$ cat config.mk
export PLATFORM = sky130hd
export DESIGN_NAME = tpfu_operand_loader
export DESIGN_NICKNAME = d
export VERILOG_FILES = /design/src/rtl/tpfu_operand_loader_pkg.sv /design/src/rtl/tpfu_operand_loader_buffer.sv /design/src/rtl/tpfu_operand_loader.sv
export SDC_FILE = /design/constraint.sdc
export NUM_CORES = 1
export LEC_CHECK = 0
export CAP_MARGIN = 20
export CORE_UTILIZATION = 55
export CTS_CLUSTER_DIAMETER = 120
export CTS_CLUSTER_SIZE = 20
export DETAILED_ROUTE_END_ITERATION = 8
export HOLD_SLACK_MARGIN = 0.12
export PLACE_DENSITY_LB_ADDON = 0.15
export SLEW_MARGIN = 30
export SYNTH_ARGS = -nofsm -noshare
export SYNTH_HDL_FRONTEND = slang
export SYNTH_SLANG_ARGS = --single-unit
$ cat constraint.sdc
create_clock -name clk -period 4.9 [get_ports clk]
set_input_delay 0.735 -clock clk [delete_from_list [all_inputs] [get_ports clk]]
set_output_delay 0.735 -clock clk [all_outputs]
set_load 0.1 [all_outputs]
$ cat src/rtl/tpfu_operand_loader_pkg.sv
// Shared definitions for the TP-FU operand loader: emit FSM states, default
// sizing and the gap floor tied to the FU program length.
package tpfu_operand_loader_pkg;

    typedef enum logic [1:0] {
        IDLE = 2'd0,
        EMIT = 2'd1,
        GAP  = 2'd2
    } emit_state_t;

    localparam int TPFU_DATA_W         = 16;
    localparam int TPFU_BURST_LEN      = 4;
    localparam int TPFU_FU_INSTR_COUNT = 7;
    localparam int TPFU_MIN_GAP        = TPFU_FU_INSTR_COUNT + 5;

    // Index width that never collapses to zero bits for tiny depths.
    function automatic int addr_w(input int n);
        return (n <= 2) ? 1 : $clog2(n);
    endfunction

endpackage

$ cat src/rtl/tpfu_operand_loader_buffer.sv
// Operand store for one burst: each host word fills an even/odd operand pair,
// and the emit side reads one operand per cycle by index.
module tpfu_operand_loader_buffer
    import tpfu_operand_loader_pkg::*;
#(
    parameter int BURST_LEN = TPFU_BURST_LEN,
    parameter int DATA_W    = TPFU_DATA_W,
    parameter int WA        = addr_w(BURST_LEN / 2),
    parameter int RA        = addr_w(BURST_LEN)
) (
    input  logic                clk,
    input  logic                wr_en,
    input  logic [WA-1:0]       wr_word,
    input  logic [2*DATA_W-1:0] wr_data,
    input  logic [RA-1:0]       rd_addr,
    output logic [DATA_W-1:0]   rd_data
);

    logic [DATA_W-1:0] mem [BURST_LEN];
    logic [RA-1:0]     lo_idx;
    logic [RA-1:0]     hi_idx;

    assign lo_idx = RA'({wr_word, 1'b0});
    assign hi_idx = lo_idx | RA'(1);

    // Low half of the host word is the lower operand address.
    always_ff @(posedge clk) begin
        if (wr_en) begin
            mem[lo_idx] <= wr_data[DATA_W-1:0];
            mem[hi_idx] <= wr_data[2*DATA_W-1:DATA_W];
        end
    end

    assign rd_data = mem[rd_addr];

endmodule

$ cat src/rtl/tpfu_operand_loader.sv
// Feeds the TP-FU: gathers host FIFO words into a burst buffer, then emits the
// operands as one unbroken valid burst followed by a fixed idle gap.
module tpfu_operand_loader
    import tpfu_operand_loader_pkg::*;
#(
    parameter int BURST_LEN  = TPFU_BURST_LEN,
    parameter int GAP_CYCLES = TPFU_MIN_GAP,
    parameter int DATA_W     = TPFU_DATA_W,
    parameter int IN_W       = 2 * DATA_W
) (
    input  logic              clk,
    input  logic              rst,
    input  logic              enable,
    input  logic [IN_W-1:0]   fifo_dout,
    input  logic              fifo_empty,
    output logic              fifo_rd_en,
    output logic [DATA_W-1:0] din,
    output logic              valid,
    output logic              busy,
    output logic              burst_done,
    output logic [15:0]       burst_cnt
);

    localparam int WORDS = BURST_LEN / 2;
    localparam int WA    = addr_w(WORDS);
    localparam int RA    = addr_w(BURST_LEN);
    localparam int GW    = addr_w(GAP_CYCLES);

    emit_state_t       state;
    logic [WA:0]       req_cnt;
    logic [WA:0]       cap_cnt;
    logic              rd_pending;
    logic              buf_full;
    logic [RA:0]       emit_idx;
    logic [GW-1:0]     gap_cnt;
    logic [DATA_W-1:0] buf_rd_data;
    logic              last_capture;
    logic              gap_last;
    logic              start_emit;

    // Refill is held off during EMIT so the operands being emitted stay intact.
    assign fifo_rd_en   = !rst && !fifo_empty && !buf_full && enable
                        && (state != EMIT) && (req_cnt < (WA+1)'(WORDS));
    assign last_capture = rd_pending && (cap_cnt == (WA+1)'(WORDS - 1));
    assign gap_last     = (gap_cnt == GW'(GAP_CYCLES - 1));
    assign start_emit   = buf_full && enable
                        && ((state == IDLE) || ((state == GAP) && gap_last));
    assign busy         = (state != IDLE);

    tpfu_operand_loader_buffer #(
        .BURST_LEN (BURST_LEN),
        .DATA_W    (DATA_W),
        .WA        (WA),
        .RA        (RA)
    ) u_buffer (
        .clk     (clk),
        .wr_en   (rd_pending),
        .wr_word (cap_cnt[WA-1:0]),
        .wr_data (fifo_dout),
        .rd_addr (emit_idx[RA-1:0]),
        .rd_data (buf_rd_data)
    );

    // Read data arrives one cycle after the strobe; a read in flight at reset is dropped.
    always_ff @(posedge clk) begin
        if (rst) begin
            req_cnt    <= '0;
            cap_cnt    <= '0;
            rd_pending <= 1'b0;
            buf_full   <= 1'b0;
        end else begin
            rd_pending <= fifo_rd_en;
            if (fifo_rd_en) begin
                req_cnt <= req_cnt + 1'b1;
            end
            if (rd_pending) begin
                if (last_capture) begin
                    cap_cnt  <= '0;
                    req_cnt  <= '0;
                    buf_full <= 1'b1;
                end else begin
                    cap_cnt <= cap_cnt + 1'b1;
                end
            end
            if (start_emit) begin
                buf_full <= 1'b0;
            end
        end
    end

    always_ff @(posedge clk) begin
        if (rst) begin
            state      <= IDLE;
            emit_idx   <= '0;
            gap_cnt    <= '0;
            valid      <= 1'b0;
            din        <= '0;
            burst_done <= 1'b0;
            burst_cnt  <= '0;
        end else begin
            burst_done <= 1'b0;
            case (state)
                IDLE: begin
                    if (start_emit) begin
                        state    <= EMIT;
                        valid    <= 1'b1;
                        din      <= buf_rd_data;
                        emit_idx <= (RA+1)'(1);
                    end
                end
                EMIT: begin
                    if (emit_idx == (RA+1)'(BURST_LEN)) begin
                        state    <= GAP;
                        valid    <= 1'b0;
                        din      <= '0;
                        emit_idx <= '0;
                        gap_cnt  <= '0;
                    end else begin
                        din      <= buf_rd_data;
                        emit_idx <= emit_idx + 1'b1;
                    end
                end
                GAP: begin
                    // Registered pulse lands on the final gap cycle.
                    if (gap_cnt == GW'(GAP_CYCLES - 2)) begin
                        burst_done <= 1'b1;
                        burst_cnt  <= burst_cnt + 16'd1;
                    end
                    if (gap_last) begin
                        gap_cnt <= '0;
                        if (start_emit) begin
                            state    <= EMIT;
                            valid    <= 1'b1;
                            din      <= buf_rd_data;
                            emit_idx <= (RA+1)'(1);
                        end else begin
                            state <= IDLE;
                        end
                    end else begin
                        gap_cnt <= gap_cnt + 1'b1;
                    end
                end
                default: state <= IDLE;
            endcase
        end
    end

endmodule

==> impl_metrics.ini, run 1 <==
[status]
outcome = finished clean

[worst_setup_path]
reg2reg_from = gap_cnt[0]
critical-path-top-delay-family = simple AND/OR/NAND/NOR gates
path_cells = clkdlybuf4s50_1, or4b_2, nor3_2, buf_4
slowest_stage = or4b_2
crit_path_max_fanout = 3
r2r_slack_ns = 2.78
slowest_delay_ns = 0.61
ff2ff_path_depth = 6
start_kind = input pin
critPathArrivalTime_ns = 2.41
required_ns = 4.16
worstSetupPathType = input pin to output pin
worstReg2RegEnd = burst_cnt[13]
cp-end-kind = output pin
worst-path-buf-inv = 2

[clocking]
clock_sinks = 115
clk-insertion-delay-late_ns = 0.50
cts_buffer_depth = 2
post_cts_buffers = 0
cts_made_buffers = 17
h-tree-depth = 4
cts_tree = done
cts-hold-fix-buffers = 0
cts.clk_slew.worst_paths_ns = 0.06
post_cts_resized = 0
cts_root_buf = clkbuf_8

[floorplanning]
core_mm2 = 0.00773
boundaryPins = 72
initial_utilization_pct = 57.2
std_cell_rows = 32
die_w_um = 91.6
dieArea_mm2 = 0.00839
dieHeight_um = 91.6

[worst_hold_path]
hp-class = flip-flop to flip-flop
hold_path_end = cap_cnt[1]
min-delay-start = cap_cnt[1]
min_delay_path_depth = 1

[timing]
tns_ns = 0
setup_viol = 0
fin_crit_sh_pct = 64.3
grt_setup_unrepaired = no
drv_slew = 0
min_period_ns = 3.15
fin_skew_ns = 0.00870
tightest_slew_ns = 0.998
maxClockFrequency_mhz = 318
holdWs_ns = 0.475
hold_viol = 0
slew_headroom_pct = 33.3

[routing]
viasPerCell = 5.45
vias = 2883
firstDrtPassIters = 6
route.detailed.drc = 0
routed_wl_mm = 8.60
wire_per_inst_um = 16.3
postRouteAntennaNets = 0
initialDrtViolationCount = 136

[layout]
n_antenna_cell = 0
nFillCells = 490
area_growth_pct = 31.3
layout.cells.non_filler = 529
finalInstanceArea_mm2 = 0.00580
nNetsFinal = 455
layout_commonest_cell = clkdlybuf4s50_1
drive_above_1_share_pct = 14.8
final_cell_mix = clkdlybuf4s50_1, edfxtp_1, dfxtp_1, nor2_1, a21oi_1

[synth]
synth_seq_cells = 115
synthMuxAreaShare_pct = 8.90
netlist_area_mm2 = 0.00442
yosys_warnings = 0
syn_inst = 334
synth_top_family_by_area = simple AND/OR/NAND/NOR gates
synth_xor_area_share_pct = 1.78
synth-simple-area-share_pct = 13.6
synth_compound_area_share_pct = 5.44
synth-main-ff-cell = edfxtp_1
ys_seq_area_share_pct = 66.6
postSynthNetCount = 375
synth-adder-area-share_pct = 1.42
netlist-cell-type-count = 44
synthArstFlopShare_pct = 0
synth-edff-count = 64
syn_avg_cell_area_um2 = 13.2

[power_and_ir_drop]
peakVddDrop_mv = 0.277
p_per_area_mw_per_mm2 = 392
power.leakage_nw = 1.95

[global_route]
grt_overflow = 0
grtUsageTotal_pct = 22.5
first_global_vias = 2890
grt_pass1_wl_mm = 14.0
antenna_found_initial = 0
grt_max_degree = 37

[placed_design]
hpwl_mm = 5.27
dp_cells = 496
post_dp_cell_area_mm2 = 0.00522
io_buffers = 71
gp_congestion = 0.728

[job]
maxCapViolCount = 0
-- power breakdown --
| part | internal, mW | leakage, nW | switching [mW] |
|---|---|---|---|
| combinational | 0.0489 | 0.696 | 0.0696 |
| clock | 0.673 | 0.258 | 0.438 |
| sequential | 1.04 | 0.992 | 0.00730 |
-- how the worst max path moves through the flow --
stage            endpoint  cells past startpoint  slack, ns       start
2_1_floorplan  fifo_rd_en                      2       1.53  fifo_empty
3_3_place_gp   fifo_rd_en                      4       1.79      enable
3_5_place_dp   fifo_rd_en                      4       1.76      enable
4_1_cts        fifo_rd_en                      4       1.75      enable
5_1_grt        fifo_rd_en                      4       1.69  fifo_empty
6_report       fifo_rd_en                      4       1.75      enable
-- final cells by class --
cell class                 instances  area [um2]  area share, %
sequential                       115        2940           50.7
multi-input combinational        196        1380           23.8
timing repair buffer              77         773           13.3
clock buffer                      17         414           7.14
clock inverter                    15         135           2.33
tap                              102         128           2.20
inverter                           7        26.3          0.453
-- kinds of logic after synthesis --
family	after synthesis
compound gates	44
fa+ha+maj	5
flops	115
xor+xnor	9
simple gates	119
mux	19
buf+inv	23
-- metrics by stage --
step	power [mW]	utilization, %	worst slack (ns)
after global placement	1.18	67.6	1.79
final	2.27	75.1	1.75
after floorplan	1.13	-	1.53
after detailed placement	1.18	67.6	1.76
after CTS	2.28	74.7	1.75
after global routing	2.35	75.1	1.69
-- flip-flops by register name (all words and copies together) (netlist names), named ones only --
signal and flops:
u_buffer.mem 64, burst_cnt 16, din 16, gap_cnt 4, emit_idx 3, cap_cnt 2, req_cnt 2, state 2
buf_full 1, burst_done 1, rd_pending 1, valid 1
-- cell usage after synthesis, drive strengths merged, types with 3 or more instances --
library cell,instances,share of area (%)
nand3,6,0.68
nor3,6,0.79
or2,3,0.42
xnor2,6,1.2
buf,6,0.79
ha,5,1.4
or3,6,0.85
nor2,42,3.6
o21ai,6,0.68
clkbuf,10,0.88
inv,7,0.60
a21oi,29,3.3
dfxtp,51,23
xor2,3,0.60
edfxtp,64,44
nor2b,7,0.99
nand2,27,2.3
nand4,4,0.57
mux4,16,8.2
-- per-layer routing --
metal  GRT usage (%)  up-vias  wire, um
li1                -     1392         -
met1            26.7     1409      3620
met2            39.2       75      4560
met3            6.72        7       332
met4            7.80        0        84
met5               0        -         0
(Power assumes the default switching activity.)
==> run 2, diff against run 1 <==
CORE_UTILIZATION = 48   (was 55)
clock period = 2.8 ns   (was 4.9 ns; I/O delays follow)
==> run 2 against run 1 <==
Effect of this change: the flow now finishes with violations (DRC); via count is 2.4% lower; wire length down 3.4%; utilization decreased by 9.9 points; critical endpoint unchanged; largest cell class unchanged.
==> impl_metrics.ini, run 2 (synthesis gave the netlist of run 1 again) <==
[routing]
route.detailed.drc = 3
firstDrtPassIters = 6
routed_wl_mm = 8.31
initialDrtViolationCount = 63
postRouteAntennaNets = 0
viasPerCell = 5.25
wire_per_inst_um = 15.5
vias = 2814

[power_and_ir_drop]
peakVddDrop_mv = 0.416
power.leakage_nw = 2.03
p_per_area_mw_per_mm2 = 706
power.total_mw = 4.05

[clocking]
post_cts_resized = 0
clock_sinks = 115
cts_buffer_depth = 2
cts-hold-fix-buffers = 0
cts_root_buf = clkbuf_8
cts_made_buffers = 17
clk-insertion-delay-late_ns = 0.51
post_cts_buffers = 0
cts.clk_slew.worst_paths_ns = 0.05
cts_tree = done
h-tree-depth = 4

[layout]
n_antenna_cell = 0
nNetsFinal = 456
layout.cells.non_filler = 536
final_cell_mix = edfxtp_1, dfxtp_1, nor2_1, buf_4, clkdlybuf4s50_1
largestRegisters = u_buffer.mem (64), burst_cnt (16), din (16)
regMostFlops = u_buffer.mem
largest_reg_flops = 64
area_growth_pct = 29.9
drive_above_1_share_pct = 22.9
layout_commonest_cell = edfxtp_1
finalInstanceArea_mm2 = 0.00574

[worst_setup_path]
cp-end-kind = output pin
crit_path_max_fanout = 3
start_kind = flip-flop
critPathArrivalTime_ns = 2.05
worstSetupPathType = flip-flop to output pin
required_ns = 2.38

[global_route]
grtUsageTotal_pct = 19.3
grt_overflow = 0
grt_max_degree = 25
first_global_vias = 2900
antenna_found_initial = 0
grt_pass1_wl_mm = 13.7

[timing]
fin_crit_sh_pct = 88.3
setup_viol = 0
hold_viol = 0
slew_headroom_pct = 45.5
maxClockFrequency_mhz = 405
fin_skew_ns = 0.00989
holdWs_ns = 0.461
tns_ns = 0
grt_setup_unrepaired = no
drv_slew = 0
tightest_slew_ns = 0.816
min_period_ns = 2.47

[status]
outcome = finished, violations left
violations = DRC

[worst_hold_path]
hp-class = flip-flop to flip-flop

[floorplanning]
core_mm2 = 0.00881
std_cell_rows = 34
dieHeight_um = 97.9
boundaryPins = 72
initial_utilization_pct = 50.2
die_w_um = 97.9
dieArea_mm2 = 0.00959

[placed_design]
dp_cells = 504
post_dp_cell_area_mm2 = 0.00518
hpwl_mm = 5.33
gp_congestion = 0.754
io_buffers = 71

[job]
maxCapViolCount = 0
## run 2: changes by cell type in the layout (fill, tap and decap cells not counted), moves of 2 or more
cell / before / now
clkdlybuf4s50_1: 70 / 35
clkbuf_8: 1 / 3
clkinv_4: 5 / 0
buf_4: 6 / 42
clkbuf_1: 0 / 3
inv_6: 2 / 0
## run 2: routing by layer
layer | routed length (um) | part of all wire (%) | global-route usage (%) | vias up
met5 | 0 | 0 | 0 | -
met4 | 70 | 0.84 | 8.39 | 0
met3 | 350 | 4.2 | 6.87 | 6
met2 | 4200 | 51 | 32.6 | 58
met1 | 3680 | 44 | 22.1 | 1367
li1 | - | - | - | 1383
## run 2: critical path: stages (launching register included)
cell and delay, ns:
dfxtp_1 0.32, or4b_2 0.69, nor3_2 0.31, buf_12 0.22
## run 2: final timing paths
kind	cells after the start	from	slack, ns	endpoint
max	3	buf_full	0.33	fifo_rd_en
min	2	req_cnt[1]	0.46	req_cnt[1]
max reg2reg	6	gap_cnt[0]	0.69	burst_cnt[13]
min reg2reg	2	req_cnt[1]	0.46	req_cnt[1]
## run 2: power breakdown
group / total (mW) / switching, mW / internal, mW
clock network: 2.02 / 0.721 / 1.30
logic: 0.203 / 0.120 / 0.0829
registers: 1.83 / 0.0123 / 1.81
## run 2: cell type report
cell class,instances,area [um2]
clock buffers,22,453
multi-input cells,196,1390
flip-flops and latches,115,2940
clock inverters,10,109
repair buffers,78,686
inverters,7,26.3
fillers,654,3070
well taps,108,135
## run 2: per-stage QoR
stage / setup slack (ns) / util (%)
6_report: 0.328 / 65.2
5_1_grt: 0.244 / 65.2
4_1_cts: 0.295 / 65.2
3_5_place_dp: 0.334 / 58.8
3_3_place_gp: 0.379 / 58.8
2_1_floorplan: 0.0621 / -
